==> src/rtl/uart_rx_frame_ctrl.sv <==
// Byte-level frame parser behind the UART receiver: hunts for SOF, collects a
// length-prefixed checksummed payload, holds a verified frame until acked.
module uart_rx_frame_ctrl #(
  parameter logic [7:0] SOF           = 8'hA5,
  parameter int         MAX_LEN       = 16,
  parameter int         TIMEOUT_TICKS = 320
) (
  input  logic                       clk,
  input  logic                       reset_n,
  input  logic                       s_tick,
  input  logic [7:0]                 rx_data,
  input  logic                       rx_done_tick,
  input  logic                       frame_ack,
  input  logic [$clog2(MAX_LEN)-1:0] rd_addr,
  output logic [7:0]                 rd_data,
  output logic [7:0]                 frame_len,
  output logic                       frame_valid,
  output logic                       err_chk,
  output logic                       err_len,
  output logic                       err_timeout,
  output logic                       rx_overrun
);

  localparam int             AW        = $clog2(MAX_LEN);
  localparam int             TW        = $clog2(TIMEOUT_TICKS + 1);
  localparam logic [TW-1:0]  TO_LAST   = TW'(TIMEOUT_TICKS - 1);
  localparam logic [7:0]     MAX_LEN_B = 8'(MAX_LEN);

  typedef enum logic [2:0] {HUNT, LEN_S, PAYLOAD, CHK_S, HOLD} state_t;

  function automatic logic [7:0] csum_add(input logic [7:0] a, input logic [7:0] b);
    return a + b;
  endfunction

  state_t        state_q, state_d;
  logic [7:0]    len_q, len_d;
  logic [7:0]    sum_q, sum_d;
  logic [7:0]    idx_q, idx_d;
  logic [TW-1:0] to_q, to_d;
  logic          fv_q, fv_d;
  logic          err_chk_q, err_chk_d;
  logic          err_len_q, err_len_d;
  logic          err_to_q, err_to_d;
  logic          ovr_q, ovr_d;
  logic          wr_en_s;
  logic          tick_exp_s;
  logic [TW-1:0] to_next_s;
  logic [7:0]    pbuf_q [MAX_LEN];

  // Next-state, checksum accumulation and inter-byte timeout supervision
  always_comb begin
    state_d   = state_q;
    len_d     = len_q;
    sum_d     = sum_q;
    idx_d     = idx_q;
    to_d      = to_q;
    fv_d      = fv_q;
    err_chk_d = 1'b0;
    err_len_d = 1'b0;
    err_to_d  = 1'b0;
    ovr_d     = 1'b0;
    wr_en_s   = 1'b0;
    // A byte in the same cycle always pre-empts an expiring tick
    tick_exp_s = s_tick && (to_q >= TO_LAST);
    to_next_s  = (s_tick && (to_q < TO_LAST)) ? to_q + TW'(1) : to_q;
    case (state_q)
      HUNT: begin
        to_d = '0;
        fv_d = 1'b0;
        if (rx_done_tick && (rx_data == SOF)) state_d = LEN_S;
        else                                  state_d = HUNT;
      end
      LEN_S: begin
        if (rx_done_tick) begin
          to_d = '0;
          if ((rx_data == 8'd0) || (rx_data > MAX_LEN_B)) begin
            err_len_d = 1'b1;
            state_d   = HUNT;
          end else begin
            len_d   = rx_data;
            sum_d   = rx_data;
            idx_d   = 8'd0;
            state_d = PAYLOAD;
          end
        end else if (tick_exp_s) begin
          err_to_d = 1'b1;
          state_d  = HUNT;
        end else begin
          to_d = to_next_s;
        end
      end
      PAYLOAD: begin
        if (rx_done_tick) begin
          to_d    = '0;
          wr_en_s = 1'b1;
          sum_d   = csum_add(sum_q, rx_data);
          idx_d   = idx_q + 8'd1;
          if ((idx_q + 8'd1) == len_q) state_d = CHK_S;
          else                         state_d = PAYLOAD;
        end else if (tick_exp_s) begin
          err_to_d = 1'b1;
          state_d  = HUNT;
        end else begin
          to_d = to_next_s;
        end
      end
      CHK_S: begin
        if (rx_done_tick) begin
          to_d = '0;
          if (csum_add(sum_q, rx_data) == 8'd0) begin
            fv_d    = 1'b1;
            state_d = HOLD;
          end else begin
            err_chk_d = 1'b1;
            state_d   = HUNT;
          end
        end else if (tick_exp_s) begin
          err_to_d = 1'b1;
          state_d  = HUNT;
        end else begin
          to_d = to_next_s;
        end
      end
      HOLD: begin
        to_d  = '0;
        ovr_d = rx_done_tick;
        if (frame_ack) begin
          fv_d    = 1'b0;
          state_d = HUNT;
        end else begin
          fv_d    = 1'b1;
          state_d = HOLD;
        end
      end
      default: begin
        fv_d    = 1'b0;
        to_d    = '0;
        state_d = HUNT;
      end
    endcase
  end

  // Control state and registered outputs
  always_ff @(posedge clk or negedge reset_n) begin
    if (!reset_n) begin
      state_q   <= HUNT;
      len_q     <= 8'd0;
      sum_q     <= 8'd0;
      idx_q     <= 8'd0;
      to_q      <= '0;
      fv_q      <= 1'b0;
      err_chk_q <= 1'b0;
      err_len_q <= 1'b0;
      err_to_q  <= 1'b0;
      ovr_q     <= 1'b0;
    end else begin
      state_q   <= state_d;
      len_q     <= len_d;
      sum_q     <= sum_d;
      idx_q     <= idx_d;
      to_q      <= to_d;
      fv_q      <= fv_d;
      err_chk_q <= err_chk_d;
      err_len_q <= err_len_d;
      err_to_q  <= err_to_d;
      ovr_q     <= ovr_d;
    end
  end

  // Payload buffer; contents are deliberately not reset
  always_ff @(posedge clk) begin
    if (wr_en_s) pbuf_q[idx_q[AW-1:0]] <= rx_data;
  end

  assign rd_data     = pbuf_q[rd_addr];
  assign frame_len   = len_q;
  assign frame_valid = fv_q;
  assign err_chk     = err_chk_q;
  assign err_len     = err_len_q;
  assign err_timeout = err_to_q;
  assign rx_overrun  = ovr_q;

endmodule

==> config.mk <==
export PLATFORM = sky130hd
export DESIGN_NAME = uart_rx_frame_ctrl
export DESIGN_NICKNAME = d
export VERILOG_FILES = /design/src/rtl/uart_rx_frame_ctrl.sv
export SDC_FILE = /design/constraint.sdc
export NUM_CORES = 1
export LEC_CHECK = 0
export CAP_MARGIN = 25
export CORE_AREA = 2 2 127 117
export DETAILED_ROUTE_END_ITERATION = 10
export DIE_AREA = 0 0 129 119
export GPL_ROUTABILITY_DRIVEN = 0
export PLACE_DENSITY = 0.86
export SKIP_LAST_GASP = 1
export SYNTH_ARGS = -nofsm -noshare
export SYNTH_HDL_FRONTEND = slang
export SYNTH_SLANG_ARGS = --single-unit
==> constraint.sdc <==
create_clock -name clk -period 2.1 [get_ports clk]
set_input_delay 0.42 -clock clk [delete_from_list [all_inputs] [get_ports clk]]
set_output_delay 0.42 -clock clk [all_outputs]
set_load 0.01 [all_outputs]
[Word level (Yosys, flattened, before mapping)]
Memories as Yosys holds them, arrays and structs flattened.
Index checks and enable logic that the tools add are counted.
W data, S select, Z words.
Cells by class
  $add $sub $neg: 3
  $mul: 0
  div/mod/pow operators: 0
  order comparisons: 3
  equality and inequality tests: 13
  shift operators: 0
  mux-type cells: 40
  bitwise gates (word level): 2
  reduce and logical (&&, ||, !) cells: 14
Operator list (count)
  $mux W8: 6
  $mux W9: 4
  $pmux W8 S2: 2
  $mux W1: 19
  $mux W3: 6
  $logic_not A8 Y1: 2
  $pmux W3 S5: 1
  $ne A2 B2 Y1 const B: 5
  $add A9 B1 Y9 const B: 1
  $ge A9 B9 Y1 const B: 1
  $lt A9 B9 Y1 const B: 1
  $add A8 B1 Y8 const B: 1
  $add A8 B8 Y8: 1
  $eq A8 B8 Y1: 1
  $eq A8 B8 Y1 const B: 1
  $gt A8 B5 Y1 const B: 1
  $eq A3 B2 Y1 const B: 2
  $reduce_and A3 Y1: 2
  $reduce_and A4 Y1: 1
  $eq A3 B1 Y1 const B: 1
  $eq A3 B3 Y1 const B: 1
  $logic_and A1 B1 Y1: 3
  $logic_not A3 Y1: 1
  $ne A3 B1 Y1 const B: 1
  other kinds (9): 10
Storage, ports and cells
  bits in registers: 41
  latch bits: 0
  memory bits (writable): 128
  bits in read-only memories: 0
  input port bits: 17
  output and inout bits: 21
  logic and storage cells: 86
  memories: 1
Memory list
  pbuf_q: depth 16, bits a word 8, read ports 1, clocked after memory_dff 0, wr ports 1, RTL line 48  | logic [7:0] pbuf_q [MAX_LEN];

[Longest topological paths before layout]
Gate-level depths: netlist (run 1).
  word-level depth: 6
  gate-level depth with buffers: 9
  gate-level depth less buffers: 9

[Worst setup path before layout (run 1)]
No wires, ideal clock.
  path type: in2out
  from: input port rd_addr[0]
  to: output port rd_data[0]
  arrival time: 1.693 ns
  data required time: 1.680 ns
  slack: -0.013 ns
  stages on the path: 4
  path buffers: 2
  cell sequence: buf_6 -> buf_8 -> mux4_1 -> mux4_2
On the way
  longest elaborated chain between the ends: 1
Ends and longest elaborated chain
  from (decl): RTL line 14  | input logic [$clog2(MAX_LEN)-1:0] rd_addr,
  $mem_v2 Z16 W8
  to (decl): RTL line 15  | output logic [7:0] rd_data,
No other way between the ends.

[Final worst setup path (run 1)]
  from: memory pbuf_q[4][2]
  to: output port rd_data[2]
On the way
  longest elaborated chain between the ends: 1
Ends and longest elaborated chain (RTL line)
  from (decl): 48
  $mem_v2 Z16 W8
No other way between the ends.

==> metrics.md, run 1 <==
| Metric | Value |
|---|---|
| Number of port buffers | 37 |
| Crit path top cell by count | mux4_2 |
| Leakage | around 3.5 nW |
| Largest net degree at the start of global routing | 42 |
| Vias in the first global route | between 4k and 5k |
| Post-synth ARST share | about a quarter |
| Skew-Pair Late Insertion Delay | around 430 ps |
| Clock Tree Root | clkbuf_16 |
| CP max stage delay | 500 ps |
| Maxcap violations | 0 |
| Status | complete, but fails checks |
| Grt ovf | 0 |
| Post-route DRC | 0 |
| Simple-gate share of the synthesized area | 8.436% |
| Syn nets | a little under 500 |
| First-pass GRT wire length | roughly 29,000 µm |
| Reg-to-Reg Start | sum_q[0]$_DFFE_PN0P_ |
| Largest family of logic cells by synthesized area | multiplexers |
| Die area | approximately 15,000 µm² |
| Sink Count | roughly 170 |
| Layout cells sized above 1 | 29.55% |
| Top cell type's share of synthesized area | 51.73% |
| Via count | 4,742 |
| Synthesized area | 7431 µm² |
| Clock Skew | 12.91 ps |
| Fin area | 9403 µm² |
| TritonCTS clock tree | done |
| HP Class | in -> async |
| Fmax | 405.6 MHz |
| Critical Path RT | 1680 ps |
| Synth Register Bits | roughly 170 |
| Detail Placement HPWL | 11,380 µm |
| Crit Path Max Fanout | 2 |
| Top post-synthesis cells by area | edfxtp_1, dfrtp_1, mux4_1 |
| Post-synth top cells | edfxtp_1, dfrtp_1, nor2_1 |
| CP Buf/Inv Count | 1 |
| DIE HEIGHT | about 120 µm |
| Actual slew at the worst max-slew pin | 500.8 ps |
| DR iter-0 viols | 527 |
| Netlist cell types | 50 |
| Final period utilization | 117.4% |
| Critical path class | reg -> out |
| Row count | 42 |
| CP Launch Point | pbuf_q[4][2]$_DFFE_PP_ |
| Core area | 14,240 µm² |
| Post-layout min period | 2465 ps |
| Synth Area in XOR/XNOR | 3.182% |
| Sequential fraction of the synthesis area | about two thirds |
| Chip Width | 129 µm |
| Syn Area/Cell | 16.30 µm² |
| Slew margin rel. | 66.53% |
| Pre-CTS setup slack | -826.1 ps |
| Compound-Gate Fraction of Synth Area | under 10% |
| Final WL | 19,230 µm |
| DR WL/cell | 24.63 µm |
| Hold Slack | 474.1 ps |
| Antenna viol nets, final | 0 |
| Final setup fails | 8 |
| YS warnings | 0 |
| Worst Setup Start Kind | register |
| Boundary Pins | 38 |
| Post-synth top flop | edfxtp_1 |
| Starting Density | 52.18% |
| Post-synth EDFFs | 128 |
| GRT Util Overall | a little over a quarter |
| Setup TNS Final | -2392 ps |
| Synth Area in Adders | 2.290% |
| Initial antenna violation count | 1 |
| CP endpoint kind | output port |
| VDD IR-drop max | about 0.00061 V |
| Max-slew violations | 0 |
| Synth area leader | edfxtp_1 |
| Post-Syn Instances | 456 |
| Arr. time, crit path | between 2000 and 2500 ps |
| P&R area growth vs syn | 26.54% |
| Crit-path leading delay family | multiplexers |
| RSZ-0062 raised after global routing | true |
| Number of H-tree levels | 4 |
| Critical-path cell list | mux4_2 > mux4_2 > buf_6 |
| Final nets | 599 |
| Post-place instance area | 8643 µm² |
| Slowest cell on crit path | mux4_2 |
| Routed vias/inst | 6.072 |
| Post-synthesis mux area share | 14.62% |
| Clk slew on worst S/H paths | ~70 ps |
| Worst setup margin | -365.4 ps |
| Cell Pwr Density | 817.7 nW/µm² |
| Longest Clk Path Bufs | 2 |
| Final hold violation count | 0 |
| Total CTS buffers | 17 |
| Violated checks | negative setup slack |
| Drt first pass iters | 7 |
| Most common cell in the netlist | edfxtp_1 |
==> power by group <==
group | switching [mW] | total (mW) | internal [mW]
clock | 1.31 | 2.83 | 1.52
combinational | 0.565 | 1.16 | 0.592
sequential | 0.0540 | 3.70 | 3.65
==> stage by stage <==
step                      utilization [%]  std cells  power [mW]
after floorplan                         -        456       4.263
after global placement              60.69        737       4.637
after detailed placement            60.69        737       4.698
after CTS                           65.30        777       7.626
after global routing                66.01        780       7.924
final                               66.03        781       7.689
==> state kept, by name, indices dropped and copies added (netlist names) <==
signal / count
rx_overrun: 1
frame_valid: 1
err_timeout: 1
sum_q: 8
err_chk: 1
err_len: 1
idx_q: 8
state_q: 3
frame_len: 8
pbuf_q: 128
to_q: 9
==> placed cells by master, fill, tap and decap left out, types with 4 or more instances in the layout <==
cell type,n
o31ai_1,4
nand3_1,7
nor3_1,5
nand4_1,6
inv_1,5
buf_6,12
nor2_1,38
mux2i_1,4
nand2_1,27
and3_1,9
buf_4,44
clkbuf_16,18
and2_1,14
mux2_2,4
mux4_2,35
dfrtp_1,41
edfxtp_1,128
dlymetal6s2s_1,4
o21ai_0,12
xor2_1,13
xnor2_1,13
o21ai_1,4
buf_12,20
a21oi_1,13
nand2b_1,5
ha_1,8
clkdlybuf4s50_1,20
mux4_1,5
==> worst min-delay path: stages <==
cell and delay, ps:
dlygate4sd3_1 510, buf_2 120, buf_12 230
==> routing by layer <==
metal | vias to the layer above | share of wire, % | global-route usage (%) | wire [µm]
li1 | 1991 | - | - | -
met1 | 2397 | 38 | 35.74 | 7360
met2 | 317 | 49 | 40.71 | 9484
met3 | 37 | 9.3 | 6.604 | 1782
met4 | 0 | 3.1 | 11.14 | 605
met5 | - | 0 | 0 | 0
==> worst paths after layout <==
path / cells after the start / slack, ps / to
worst max-delay path: 3 / -370 / rd_data[2]
worst min-delay path: 3 / 470 / idx_q[3]$_DFFE_PN0P_
worst max register to register: 9 / 40 / state_q[2]$_DFF_PN0_
worst min register to register: 2 / 500 / sum_q[2]$_DFFE_PN0P_
max in group asynchronous: 3 / 1420 / state_q[2]$_DFF_PN0_
min in group clk: 2 / 500 / sum_q[2]$_DFFE_PN0P_
==> timing repair <==
action                     in CTS  in global routing
hold endpoints to repair       41                  0
pin swaps                      10                  3
gates resized for setup        81                 20
buffers inserted                4                  2
cloned                          3                  1
setup endpoints to repair      19                 31
hold buffers                    1                  0
==> logic make-up (layout without fill, tap and decap cells) <==
family	count (synthesis)	in the layout
and+or+nand+nor	126	126
AOI/OAI and AO/OA	48	48
other	0	1
muxes	49	49
DFF	169	169
adders and majority gates	13	13
xor gates and xnor gates	27	27
buffers and inverters	24	150
==> cell type report <==
cell class / count / area, µm²
Multi-Input combinational cell: 263 / 2471
Clock inverter: 13 / 97.59
Clock buffer: 19 / 432.9
Tap cell: 198 / 247.7
Fill cell: 939 / 4838
Antenna cell: 1 / 2.502
Sequential cell: 169 / 4870
Inverter: 8 / 32.53
Timing Repair Buffer: 110 / 1249
Note: power is estimated with default switching activity, not from simulation.
==> inputs of run 2 (changes only) <==
--- a/config.mk
+++ b/config.mk
@@ -11,6 +11,7 @@
 export DIE_AREA = 0 0 129 119
 export GPL_ROUTABILITY_DRIVEN = 0
 export PLACE_DENSITY = 0.86
+export SKIP_CTS_REPAIR_TIMING = 1
 export SKIP_LAST_GASP = 1
 export SYNTH_ARGS = -nofsm -noshare
 export SYNTH_HDL_FRONTEND = slang
==> metrics.md, run 2 (synthesis results as in run 1) <==
| Metric | Value |
|---|---|
| Chip Width | roughly 130 µm |
| FF+latch area | roughly 5000 µm² |
| DR WL/cell | about 25 µm |
| Routed vias/inst | around 6.0 |
| Most frequent cells in the layout | edfxtp_1, dfrtp_1, buf_4 |
| Starting Density | 52.18% |
| Crit Path Max Fanout | 1 |
| Longest Clk Path Bufs | 2 |
| Vias in the first global route | 4,627 |
| Clock Skew | 13.19 ps |
| Violated checks | negative setup slack |
| Worst setup margin | -354.8 ps |
| GRT Util Overall | 25.01% |
| Metal3 WL | between 1500 and 2000 µm |
| Die area | 15,350 µm² |
| Sink Count | 169 |
| Top Metal Used | met4 |
| Footprint of the multi-input gates | 2454 µm² |
| P&R area growth vs syn | 26.50% |
| Leakage | ~3.5 nW |
| Post-layout min period | 2455 ps |
| # diodes | 0 |
| Arr. time, crit path | 2030 ps |
| Most common library cell in the layout ignoring fill and taps | edfxtp_1 |
| Fillers | 923 |
| Total CTS buffers | 17 |
| Clock Tree Root | clkbuf_16 |
| Final hold violation count | 0 |
| Via count | 4,670 |
| Detail Placement HPWL | about 11,000 µm |
| Layout cells sized above 1 | 29.26% |
| DR iter-0 viols | 525 |
| TritonCTS clock tree | done |
| Core area | 14,240 µm² |
| Hold Slack | 474.5 ps |
| Slew margin rel. | between 60% and 70% |
| Cell Pwr Density | 813.5 nW/µm² |
| Number of H-tree levels | 4 |
| Placed cells | 737 |
| Actual slew at the worst max-slew pin | 487.0 ps |
| Maxcap violations | 0 |
| First-pass GRT wire length | ~27,000 µm |
| Worst Setup Start Kind | register |
| DIE HEIGHT | roughly 120 µm |
| Largest net degree at the start of global routing | 42 |
| Drt first pass iters | 5 |
| Post-route DRC | 0 |
| Final setup fails | 11 |
| Max-slew violations | 0 |
| Clk slew on worst S/H paths | 70 ps |
| Final nets | 598 |
| Initial antenna violation count | 0 |
| Antenna viol nets, final | 0 |
| Post-route insts no fill | 779 |
| CP endpoint kind | output port |
| Reg2reg path depth | 9 |
| Skew-Pair Late Insertion Delay | 430 ps |
| RR Endpoint | state_q[2]$_DFF_PN0_ |
| Fin area | about 9400 µm² |
| HP Class | in -> async |
| Final WL | approximately 19,000 µm |
| Met2 wire length | 9423 µm |
| Critical Path RT | 1680 ps |
| Status | complete, but fails checks |
| RSZ-0062 raised after global routing | true |
| Row count | 42 |
| Number of port buffers | 37 |
| Grt ovf | 0 |
| Reg-to-reg slack, setup | -60 ps |
| Metal-1 WL | 7409 µm |
| Setup TNS Final | -2571 ps |
| Fmax | ~400 MHz |
| Final period utilization | 116.9% |
| Boundary Pins | 38 |
| Post-place instance area | 8643 µm² |
| Critical path class | reg -> out |
| Reg-to-Reg Start | sum_q[0]$_DFFE_PN0P_ |
| Final core occ | 66.01% |
| VDD IR-drop max | 0.0006131 V |
| Max reg flops | 128 |
-- run 2: changes by cell type in the layout (fill, tap and decap cells not counted), moves of 3 or more --
cell            delta
clkbuf_16          +4
buf_8              +3
dlymetal6s2s_1     +4
buf_6              -8
buf_4              -3
clkbuf_2           +6
ha_4               -3
-- run 2: worst max path at each step --
stage	startpoint	to	cells past startpoint
after floorplan	rd_addr[0]	rd_data[0]	4
after global placement	rd_addr[1]	rd_data[1]	5
after detailed placement	rd_addr[1]	rd_data[4]	5
after CTS	rd_addr[1]	rd_data[1]	5
after global routing	pbuf_q[15][1]$_DFFE_PP_	rd_data[1]	3
final	pbuf_q[15][1]$_DFFE_PP_	rd_data[1]	3
-- run 2: worst max-delay path, stage by stage, from the launching register on --
cell      delay [ps]
edfxtp_1         420
mux4_2           510
mux4_2           520
clkbuf_2         160
-- run 2: metrics by stage --
| step | worst slack [ps] | power [mW] |
|---|---|---|
| after floorplan | -13.06 | 4.263 |
| after global placement | -790.3 | 4.637 |
| after detailed placement | -826.1 | 4.698 |
| after CTS | -867.1 | 7.489 |
| after global routing | -361.4 | 7.885 |
| final | -354.8 | 7.647 |
-- run 2: layout make-up --
class                           instances  area share [%]
Inverter                                8          0.3194
Clock inverter                         13           1.038
Tap cell                              198           2.635
Clock buffer                           19           4.605
Sequential cell                       169           51.80
Timing Repair Buffer                  109           13.50
Multi-Input combinational cell        263           26.10
-- run 2: where the power goes --
| part | total [mW] | switching [mW] | leakage [nW] | internal [mW] |
|---|---|---|---|---|
| combinational | 1.12 | 0.564 | 1.57 | 0.557 |
| clock | 2.83 | 1.31 | 0.257 | 1.52 |
| sequential | 3.70 | 0.0486 | 1.71 | 3.65 |
-- run 2: metal layers --
layer	vias to the layer above	global-route usage, %
li1	1985	-
met1	2368	33.82
met2	272	38.86
met3	45	6.379
met4	0	10.67
met5	-	0
==> inputs of run 3 (changes only) <==
--- a/config.mk
+++ b/config.mk
@@ -6,11 +6,11 @@
 export NUM_CORES = 1
 export LEC_CHECK = 0
 export CAP_MARGIN = 25
-export CORE_AREA = 2 2 127 117
+export CORE_AREA = 2 2 176 178
 export DETAILED_ROUTE_END_ITERATION = 10
-export DIE_AREA = 0 0 129 119
+export DIE_AREA = 0 0 178 180
 export GPL_ROUTABILITY_DRIVEN = 0
-export PLACE_DENSITY = 0.86
+export PLACE_DENSITY = 0.52
 export SKIP_CTS_REPAIR_TIMING = 1
 export SKIP_LAST_GASP = 1
 export SYNTH_ARGS = -nofsm -noshare
==> metrics.md, run 3 (synthesis results as in run 1) <==
| Metric | Value |
|---|---|
| Leakage | 3.587 nW |
| CP endpoint kind | output port |
| Critical Path RT | around 1700 ps |
| Most common library cell in the layout ignoring fill and taps | edfxtp_1 |
| Cell Pwr Density | 803.3 nW/µm² |
| Critical-path cell list | mux4_2 > mux4_2 > buf_6 |
| Final nets | 604 |
| Final period utilization | 112.8% |
| Number of H-tree levels | 4 |
| DR iter-0 viols | about 420 |
| Via count | roughly 4.4k |
| Boundary Pins | 38 |
| GRT Util Overall | 11.58% |
| Grt ovf | 0 |
| First-pass GRT wire length | 27,730 µm |
| Final hold violation count | 0 |
| Crit Path Max Fanout | 1 |
| Largest net degree at the start of global routing | 33 |
| Crit path top cell by count | mux4_2 |
| TritonCTS clock tree | done |
| Final core occ | 32.29% |
| Reg-to-reg slack, setup | -20 ps |
| Skew-Pair Late Insertion Delay | 440 ps |
| # diodes | 0 |
| Starting Density | 24.61% |
| Initial antenna violation count | 0 |
| Setup TNS Final | -1886 ps |
| Core area | 30,190 µm² |
| Slowest cell on crit path | mux4_2 |
| Post-route DRC | 0 |
| Pre-CTS setup slack | -828.2 ps |
| Post-layout min period | 2369 ps |
| Footprint of the multi-input gates | about 2400 µm² |
| RSZ-0062 raised after global routing | true |
| Routed vias/inst | 4.477 |
| Clock Skew | 20.79 ps |
| Total CTS buffers | 17 |
| Status | complete, but fails checks |
| DIE HEIGHT | 180 µm |
| VDD IR-drop max | 0.0004298 V |
| Max reg flops | 128 |
| Total power | just under 8 mW |
| Slew margin rel. | between 60% and 70% |
| P&R area growth vs syn | 31.17% |
| CP max stage delay | 530 ps |
| DR WL/cell | 18.49 µm |
| Clock Tree Root | clkbuf_16 |
| Row count | 64 |
| Fmax | 422.0 MHz |
| Longest Clk Path Bufs | 2 |
| Drt first pass iters | 4 |
| Chip Width | ~180 µm |
| Fillers | 2,943 |
| HP Class | in -> reg |
| Most frequent cells in the layout | edfxtp_1, buf_4, dfrtp_1 |
| Arr. time, crit path | around 2000 ps |
| Critical path class | reg -> out |
| Die area | 32,040 µm² |
| Vias in the first global route | around 4.7k |
| Number of port buffers | 37 |
| Sink Count | approximately 170 |
| Final WL | between 15,000 and 20,000 µm |
| Violated checks | negative setup slack |
| Max-slew violations | 0 |
| Antenna viol nets, final | 0 |
| Clk slew on worst S/H paths | 80 ps |
| Detail Placement HPWL | 12,030 µm |
| Layout cells sized above 1 | 29.64% |
| Final setup fails | 9 |
| FF+latch area | 4870 µm² |
| Worst setup margin | -269.4 ps |
| Actual slew at the worst max-slew pin | 469.2 ps |
| Maxcap violations | 0 |
| Hold Slack | roughly 390 ps |
| Worst Setup Start Kind | register |
==> run 3: routing by layer <==
| metal | part of all wire [%] | GRT usage [%] | wire length (µm) |
|---|---|---|---|
| met1 | 47 | 16.64 | 8492 |
| met2 | 47 | 17.91 | 8510 |
| met3 | 6.0 | 2.369 | 1090 |
| met4 | 0.47 | 2.754 | 85 |
| met5 | 0 | 0 | 0 |
==> run 3: metrics by stage <==
| stage | instance area [µm²] | std cells |
|---|---|---|
| after floorplan | 7431 | 456 |
| after global placement | 8956 | 942 |
| after detailed placement | 8956 | 942 |
| after CTS | 9539 | 974 |
| after global routing | 9747 | 983 |
| final | 9747 | 983 |
==> run 3: worst paths after layout <==
kind	depth (start not counted)	end	startpoint
worst max-delay path	3	rd_data[4]	pbuf_q[10][4]$_DFFE_PP_
worst min-delay path	2	pbuf_q[7][3]$_DFFE_PP_	rx_data[3]
worst max register to register	9	err_chk$_DFF_PN0_	sum_q[0]$_DFFE_PN0P_
worst min register to register	2	sum_q[0]$_DFFE_PN0P_	sum_q[0]$_DFFE_PN0P_
max in group asynchronous	3	frame_len[2]$_DFFE_PN0P_	reset_n
min in group asynchronous	2	to_q[5]$_DFFE_PN0P_	reset_n
==> run 3: critical path: cells and delay by family (launching register included) <==
family   cells  cell delay, ps
buf+inv      1             150
flops        1             390
mux          2             990
==> run 3: cell type report <==
class,count,area share (%)
sequential,169,49.96
multi-input combinational,263,25.02
timing repair buffer,115,13.65
tap,396,5.083
clock buffer,17,4.365
clock inverter,15,1.617
inverter,8,0.3081
==> run 3: power by group <==
group          switching (mW)  internal, mW  leakage (nW)  total (mW)
combinational           0.526         0.566          1.59        1.09
sequential             0.0528          3.65          1.71        3.70
clock                    1.46          1.58         0.283        3.04
total                    2.04          5.79          3.59        7.83
